### src/rtl/seq_pkg.sv
`default_nettype none
// ============================================================================
//  Module      : seq_pkg
//  Description : Shared constants and state encoding for the serial pattern
//                generator (seq_gen) and its shift-register helper.
//  Revision    : 1.0 - initial release
// ============================================================================
package seq_pkg;

    // Width of the repetition count and of the gap counter
    localparam int unsigned SEQ_CNT_W = 4;

    // Default transmitted pattern, MSB leaves first
    localparam logic [3:0] SEQ_PAT_0110 = 4'b0110;

    // Generator state encoding
    typedef logic [1:0] seq_state_t;
    localparam seq_state_t ST_IDLE = 2'd0;
    localparam seq_state_t ST_SEND = 2'd1;
    localparam seq_state_t ST_GAP  = 2'd2;

endpackage
`default_nettype wire

### src/rtl/seq_gen_shreg.sv
`default_nettype none
// ============================================================================
//  Module      : seq_gen_shreg
//  Description : Loadable MSB-first shift register. Load wins over shift.
//                o_msb is the bit currently at the head, o_nxt the bit that
//                reaches the head after the next shift.
//  Revision    : 1.0 - initial release
// ============================================================================
module seq_gen_shreg
    import seq_pkg::*;
#(
    parameter int unsigned WIDTH = 4
) (
    input  logic             clk,
    input  logic             rst,
    input  logic             i_load,
    input  logic             i_shift,
    input  logic [WIDTH-1:0] i_pat,
    output logic             o_msb,
    output logic             o_nxt
);

    logic [WIDTH-1:0] shreg_q;
    logic [WIDTH-1:0] shreg_d;

    // Next contents: parallel load, or shift towards the MSB with zero fill
    always_comb begin
        shreg_d = shreg_q;
        if (i_load) begin
            shreg_d = i_pat;
        end else if (i_shift) begin
            shreg_d = {shreg_q[WIDTH-2:0], 1'b0};
        end
    end

    // Register update with synchronous clear
    always_ff @(posedge clk) begin
        if (rst) begin
            shreg_q <= '0;
        end else begin
            shreg_q <= shreg_d;
        end
    end

    assign o_msb = shreg_q[WIDTH-1];
    assign o_nxt = shreg_q[WIDTH-2];

endmodule
`default_nettype wire

### src/rtl/seq_gen.sv
`default_nettype none
// ============================================================================
//  Module      : seq_gen
//  Description : Serial pattern generator. On an accepted start it shifts
//                PAT onto 'out' MSB first, count+1 times, with optional idle
//                gaps between repetitions and a graceful stop.
//                Build option: define SEQ_GEN_GAP_EN to insert GAP_CYC idle
//                cycles between repetitions; undefined runs them back-to-back.
//  Revision    : 1.0 - initial release
// ============================================================================
module seq_gen
    import seq_pkg::*;
#(
    parameter int unsigned      PAT_W    = 4,
    parameter logic [PAT_W-1:0] PAT      = PAT_W'(SEQ_PAT_0110),
    parameter logic             IDLE_BIT = 1'b1,
    parameter int unsigned      GAP_CYC  = 2
) (
    input  logic                 clk,
    input  logic                 rst,
    input  logic                 start,
    input  logic [SEQ_CNT_W-1:0] count,
    input  logic                 stop,
    output logic                 ready,
    output logic                 out,
    output logic                 out_vld,
    output logic                 done
);

    localparam int unsigned          c_idx_w    = $clog2(PAT_W);
    localparam logic [c_idx_w-1:0]   c_last_idx = c_idx_w'(PAT_W - 1);
    localparam logic [c_idx_w-1:0]   c_pen_idx  = c_idx_w'(PAT_W - 2);

    seq_state_t           state_q,     state_d;
    logic [c_idx_w-1:0]   bit_idx_q,   bit_idx_d;
    logic [SEQ_CNT_W-1:0] rep_left_q,  rep_left_d;
    logic                 stop_seen_q, stop_seen_d;
    logic                 out_q,       out_d;
    logic                 out_vld_q,   out_vld_d;
    logic                 done_q,      done_d;
    logic                 w_load;
    logic                 w_shift;
    logic                 w_sh_msb;
    logic                 w_sh_nxt;

`ifdef SEQ_GEN_GAP_EN
    localparam logic [SEQ_CNT_W-1:0] c_gap_last = SEQ_CNT_W'(GAP_CYC - 1);
    logic [SEQ_CNT_W-1:0] gap_cnt_q, gap_cnt_d;
`else
    logic [SEQ_CNT_W-1:0] w_unused_gap;
    assign w_unused_gap = SEQ_CNT_W'(GAP_CYC);
`endif

    seq_gen_shreg #(
        .WIDTH   (PAT_W)
    ) u_shreg (
        .clk     (clk),
        .rst     (rst),
        .i_load  (w_load),
        .i_shift (w_shift),
        .i_pat   (PAT),
        .o_msb   (w_sh_msb),
        .o_nxt   (w_sh_nxt)
    );

    // FSM and counters; outputs are computed one cycle ahead so they register cleanly
    always_comb begin
        state_d     = state_q;
        bit_idx_d   = bit_idx_q;
        rep_left_d  = rep_left_q;
        stop_seen_d = stop_seen_q;
        out_d       = IDLE_BIT;
        out_vld_d   = 1'b0;
        done_d      = 1'b0;
        w_load      = 1'b0;
        w_shift     = 1'b0;
`ifdef SEQ_GEN_GAP_EN
        gap_cnt_d   = gap_cnt_q;
`endif
        case (state_q)
            ST_IDLE: begin
                if (start) begin
                    state_d     = ST_SEND;
                    w_load      = 1'b1;
                    rep_left_d  = count;
                    bit_idx_d   = '0;
                    stop_seen_d = 1'b0;
                    out_d       = PAT[PAT_W-1];
                    out_vld_d   = 1'b1;
                end
            end
            ST_SEND: begin
                stop_seen_d = stop_seen_q | stop;
                if (bit_idx_q != c_last_idx) begin
                    w_shift   = 1'b1;
                    bit_idx_d = bit_idx_q + c_idx_w'(1);
                    out_d     = w_sh_nxt;
                    out_vld_d = 1'b1;
                    // done is registered, so the end-of-burst decision is taken
                    // on the edge that puts the final bit on the line
                    if (bit_idx_q == c_pen_idx) begin
                        done_d = (rep_left_q == '0) || stop_seen_q || stop;
                    end
                end else if ((rep_left_q == '0) || stop_seen_q) begin
                    state_d   = ST_IDLE;
                    bit_idx_d = '0;
                end else begin
                    rep_left_d = rep_left_q - SEQ_CNT_W'(1);
                    w_load     = 1'b1;
                    bit_idx_d  = '0;
`ifdef SEQ_GEN_GAP_EN
                    state_d    = ST_GAP;
                    gap_cnt_d  = '0;
`else
                    out_d      = PAT[PAT_W-1];
                    out_vld_d  = 1'b1;
`endif
                end
            end
`ifdef SEQ_GEN_GAP_EN
            ST_GAP: begin
                stop_seen_d = stop_seen_q | stop;
                if (stop || stop_seen_q) begin
                    // abandon the remaining repetitions; done without a data bit
                    state_d = ST_IDLE;
                    done_d  = 1'b1;
                end else if (gap_cnt_q == c_gap_last) begin
                    state_d   = ST_SEND;
                    out_d     = w_sh_msb;
                    out_vld_d = 1'b1;
                end else begin
                    gap_cnt_d = gap_cnt_q + SEQ_CNT_W'(1);
                end
            end
`endif
            default: begin
                state_d = ST_IDLE;
            end
        endcase
    end

    // State, counter and output registers
    always_ff @(posedge clk) begin
        if (rst) begin
            state_q     <= ST_IDLE;
            bit_idx_q   <= '0;
            rep_left_q  <= '0;
            stop_seen_q <= 1'b0;
            out_q       <= IDLE_BIT;
            out_vld_q   <= 1'b0;
            done_q      <= 1'b0;
`ifdef SEQ_GEN_GAP_EN
            gap_cnt_q   <= '0;
`endif
        end else begin
            state_q     <= state_d;
            bit_idx_q   <= bit_idx_d;
            rep_left_q  <= rep_left_d;
            stop_seen_q <= stop_seen_d;
            out_q       <= out_d;
            out_vld_q   <= out_vld_d;
            done_q      <= done_d;
`ifdef SEQ_GEN_GAP_EN
            gap_cnt_q   <= gap_cnt_d;
`endif
        end
    end

    assign ready   = (state_q == ST_IDLE);
    assign out     = out_q;
    assign out_vld = out_vld_q;
    assign done    = done_q;

endmodule
`default_nettype wire

### config.mk
export PLATFORM = sky130hd
export DESIGN_NAME = seq_gen
export DESIGN_NICKNAME = d
export VERILOG_FILES = /design/src/rtl/seq_pkg.sv /design/src/rtl/seq_gen_shreg.sv /design/src/rtl/seq_gen.sv
export SDC_FILE = /design/constraint.sdc
export NUM_CORES = 1
export LEC_CHECK = 0
export ABC_AREA = 1
export ABC_CLOCK_PERIOD_IN_PS = 1200
export CAP_MARGIN = 10
export CORE_MARGIN = 5
export CORE_UTILIZATION = 44
export CTS_CLUSTER_DIAMETER = 60
export CTS_CLUSTER_SIZE = 40
export DETAILED_ROUTE_END_ITERATION = 6
export PLACE_DENSITY = 0.79
export SETUP_SLACK_MARGIN = 0.02
export SLEW_MARGIN = 20
export SYNTH_ARGS = -nofsm -noshare
export SYNTH_HDL_FRONTEND = slang
export SYNTH_SLANG_ARGS = --single-unit
export TNS_END_PERCENT = 100
### constraint.sdc
create_clock -name clk -period 1.2 [get_ports clk]
set_clock_uncertainty 0.15 [all_clocks]
set_input_delay 0.24 -clock clk [delete_from_list [all_inputs] [get_ports clk]]
set_output_delay 0.24 -clock clk [all_outputs]
set_load 0.1 [all_outputs]
==> results.yml <==
outcome:
  outcome: "complete, but fails checks"
  violations: "setup timing"
floorplanning:
  start_util_pct: 45.55
  core_sq_um: 1489
  io_pins: 12
  die_h_microns: 49.26
  row_count: 14
  die_w_microns: 49.26
  dieArea_sq_um: 2427
logic_synthesis:
  avgSynthCellArea_sq_um: 7.214
  synth_top_area_cell: "dfxtp_1"
  synth_top_area_share_pct: 38.38
  synth_common_cells: "nand2_1 (19), nor2_1 (14), dfxtp_1 (13)"
  synth_enable_flop_cells: 0
  seq_area_frac_synth_pct: 38.38
  synthesis.nets: 105
  yosys-top-cells-area: "dfxtp_1 (38%), nand2_1 (11%), nor2_1 (7.7%), nand3_1 (5.9%), ha_1 (5.5%)"
  yosysWarnings: 0
  async_reset_ff_share_pct: 0
  synth_most_common_cell: "nand2_1"
  ys_dominant_reg_cell: "dfxtp_1"
  netlist_area_sq_um: 678.2
  ys_ff_latch: 13
  ys_types: 19
  synth_cells: 94
place:
  port_buffers: 11
  gp_congestion: 0.8337
  place_hpwl_microns: 1102
  place_ws_ns: -0.2374
worst_setup_path:
  cp_top_family: "flip-flops"
  cp_slowest_cell: "dfxtp_4"
  critPathMaxStageDelay_ns: 0.43
  critical_path_class: "reg2out"
  worstPathCellList: "inv_16 -> buf_16"
  critical_path_buf_inv_count: 2
  reg2reg_setup_slack_ns: -0.09
  cp_data_arrival_time_ns: 0.92
  critPathLaunchType: "flip-flop"
  worst-path-max-fanout: 2
  endpoint_kind: "output port"
  critPathRequiredTime_ns: 0.81
clocking:
  clock_path_buffers: 2
  clk_latency_ns: 0.29
  cts-htree-levels: 1
  cts.clk_slew.worst_paths_ns: 0.08
  cts_tree: "yes"
  cts_sinks: 13
  cts_root_buffer: "clkbuf_4"
  numCtsBuffers: 3
timing:
  setup_slack_ns: -0.1148
  finalCritPeriodShare_pct: 109.6
  rsz0062_at_grt: "true"
  finalSetupViolCount: 12
  tightest_slew_ns: 0.3732
  finalHoldViolCount: 0
  finalCriticalPeriod_ns: 1.315
  slew_headroom_pct: 75.08
  drv_slew: 0
  clock.fmax_mhz: 760.6
final_layout:
  drive_gt1_share_pct: 52.89
  n_fill_cell: 86
  final_nets: 133
  area_growth_pct: 68.08
  num_antenna_cells: 0
detailed_routing:
  firstDrtPassIters: 4
  ant_nets: 0
  vias_per_cell: 5.380
  drtIter0Drc: 23
  wirelength_microns: 1947
  via_count: 737
  drcViolationCount: 0
  avgRoutedWirePerCell_microns: 14.21
power_and_ir_drop:
  design_power_total_w: 0.001541
  total_leakage_power_nw: 0.5150
  ir_drop_uv: 1052
  power_density_nw_per_um2: 1352
global_route:
  grt_pass1_vias: 685
  grt_antenna_before_repair: 0
  grt_pass1_wl_microns: 2711
  grt.overflow.total: 0
  grt_usage_pct: 14.44
  grt_start_max_net_pins: 10
worst_hold_path:
  hp-class: "in2reg"
job:
  drv_cap: 0
==> worst paths after layout <==
check	cells after the start	to	startpoint
max reg2reg	8	rep_left_q[3]	rep_left_q[1]
min reg2reg	2	u_shreg.shreg_q[1]	u_shreg.shreg_q[1]
min	4	bit_idx_q[1]	start
max	2	ready	state_q[0]
==> area by class of cell <==
cell class                 instances  area (sq um)  share of cell area (%)
multi-input combinational         66         484.2                   42.48
timing repair buffer              23         261.5                   22.94
sequential                        13         275.3                   24.15
inverter                          15         72.57                   6.367
clock buffer                       4         26.28                   2.305
tap                               16         20.02                   1.756
==> routing by layer <==
metal / part of all wire (%) / wire length (microns) / global-route usage [%]
met1: 34 / 665 / 14.76
met2: 55 / 1065 / 25.75
met3: 7.2 / 141 / 2.752
met4: 3.9 / 75 / 9.865
met5: 0 / 0 / 0
==> cell families after synthesis <==
logic type / Yosys count / synth area share [%]
XOR/XNOR: 1 / 1.292
AO/OA/AOI/OAI: 10 / 7.379
buffers and inverters: 16 / 10.33
adder cells (fa/ha/maj): 3 / 5.536
AND/OR/NAND/NOR: 51 / 37.09
flip-flops: 13 / 38.38
==> worst reg2reg max path, cell delays in order, from the launching register on <==
cell and delay [ns]:
dfxtp_2 0.35, inv_2 0.05, ha_4 0.17, nand2_4 0.09, nand3_4 0.09, nand2_4 0.08
nand2_4 0.08, nor2_2 0.11, nor2_1 0.04
==> sequential cells by signal, indices dropped and copies added, names as in the netlist <==
name / flops
state_q: 1
bit_idx_q: 2
u_shreg.shreg_q: 2
rep_left_q: 4
out: 1
stop_seen_q: 1
out_vld: 1
done: 1
==> cell usage in the layout (no fill, tap or decap), types with 2 or more instances in the layout <==
| cell | synthesis | final |
|---|---|---|
| a21oi_2 | 0 | 3 |
| buf_12 | 0 | 3 |
| buf_4 | 0 | 9 |
| buf_6 | 1 | 3 |
| clkbuf_4 | 0 | 3 |
| clkdlybuf4s50_1 | 0 | 6 |
| dfxtp_1 | 13 | 5 |
| dfxtp_2 | 0 | 6 |
| dfxtp_4 | 0 | 2 |
| ha_4 | 0 | 3 |
| inv_1 | 10 | 5 |
| inv_2 | 4 | 9 |
| nand2_1 | 19 | 16 |
| nand2_2 | 3 | 4 |
| nand2_4 | 3 | 5 |
| nand3_1 | 8 | 6 |
| nand3_2 | 1 | 2 |
| nor2_1 | 14 | 8 |
| nor2_2 | 0 | 5 |
| o21ai_1 | 5 | 4 |
==> through the flow <==
| step | setup TNS [ns] | instance area (sq um) | std cells | util (%) | hold slack, ns |
|---|---|---|---|---|---|
| after floorplan | 0 | 723.2 | 94 | - | 0.1591 |
| final | -0.7264 | 1140 | 137 | 76.55 | 0.3317 |
| after detailed placement | -2.093 | 954.7 | 128 | 64.12 | 0.2990 |
| after global placement | -1.833 | 954.7 | 128 | 64.12 | 0.2947 |
| after CTS | -1.092 | 1033 | 134 | 69.41 | 0.3225 |
| after global routing | -1.483 | 1140 | 137 | 76.55 | 0.3392 |
==> report_power, final <==
part	total [W]	leakage [nW]	internal, W	switching (W)
sequential	0.000549	0.110	0.000490	0.0000588
combinational	0.000713	0.390	0.000305	0.000408
clock	0.000279	0.0150	0.000130	0.000150
total	0.00154	0.515	0.000925	0.000616
==> repair_timing <==
item,4_1_cts,5_1_grt
hold buffers,0,0
pin swaps,0,5
setup endpoints to repair,16,17
cloned,0,1
gates resized for setup,9,26
buffers inserted,2,3
No activity file was read; power rests on OpenSTA's default activity.
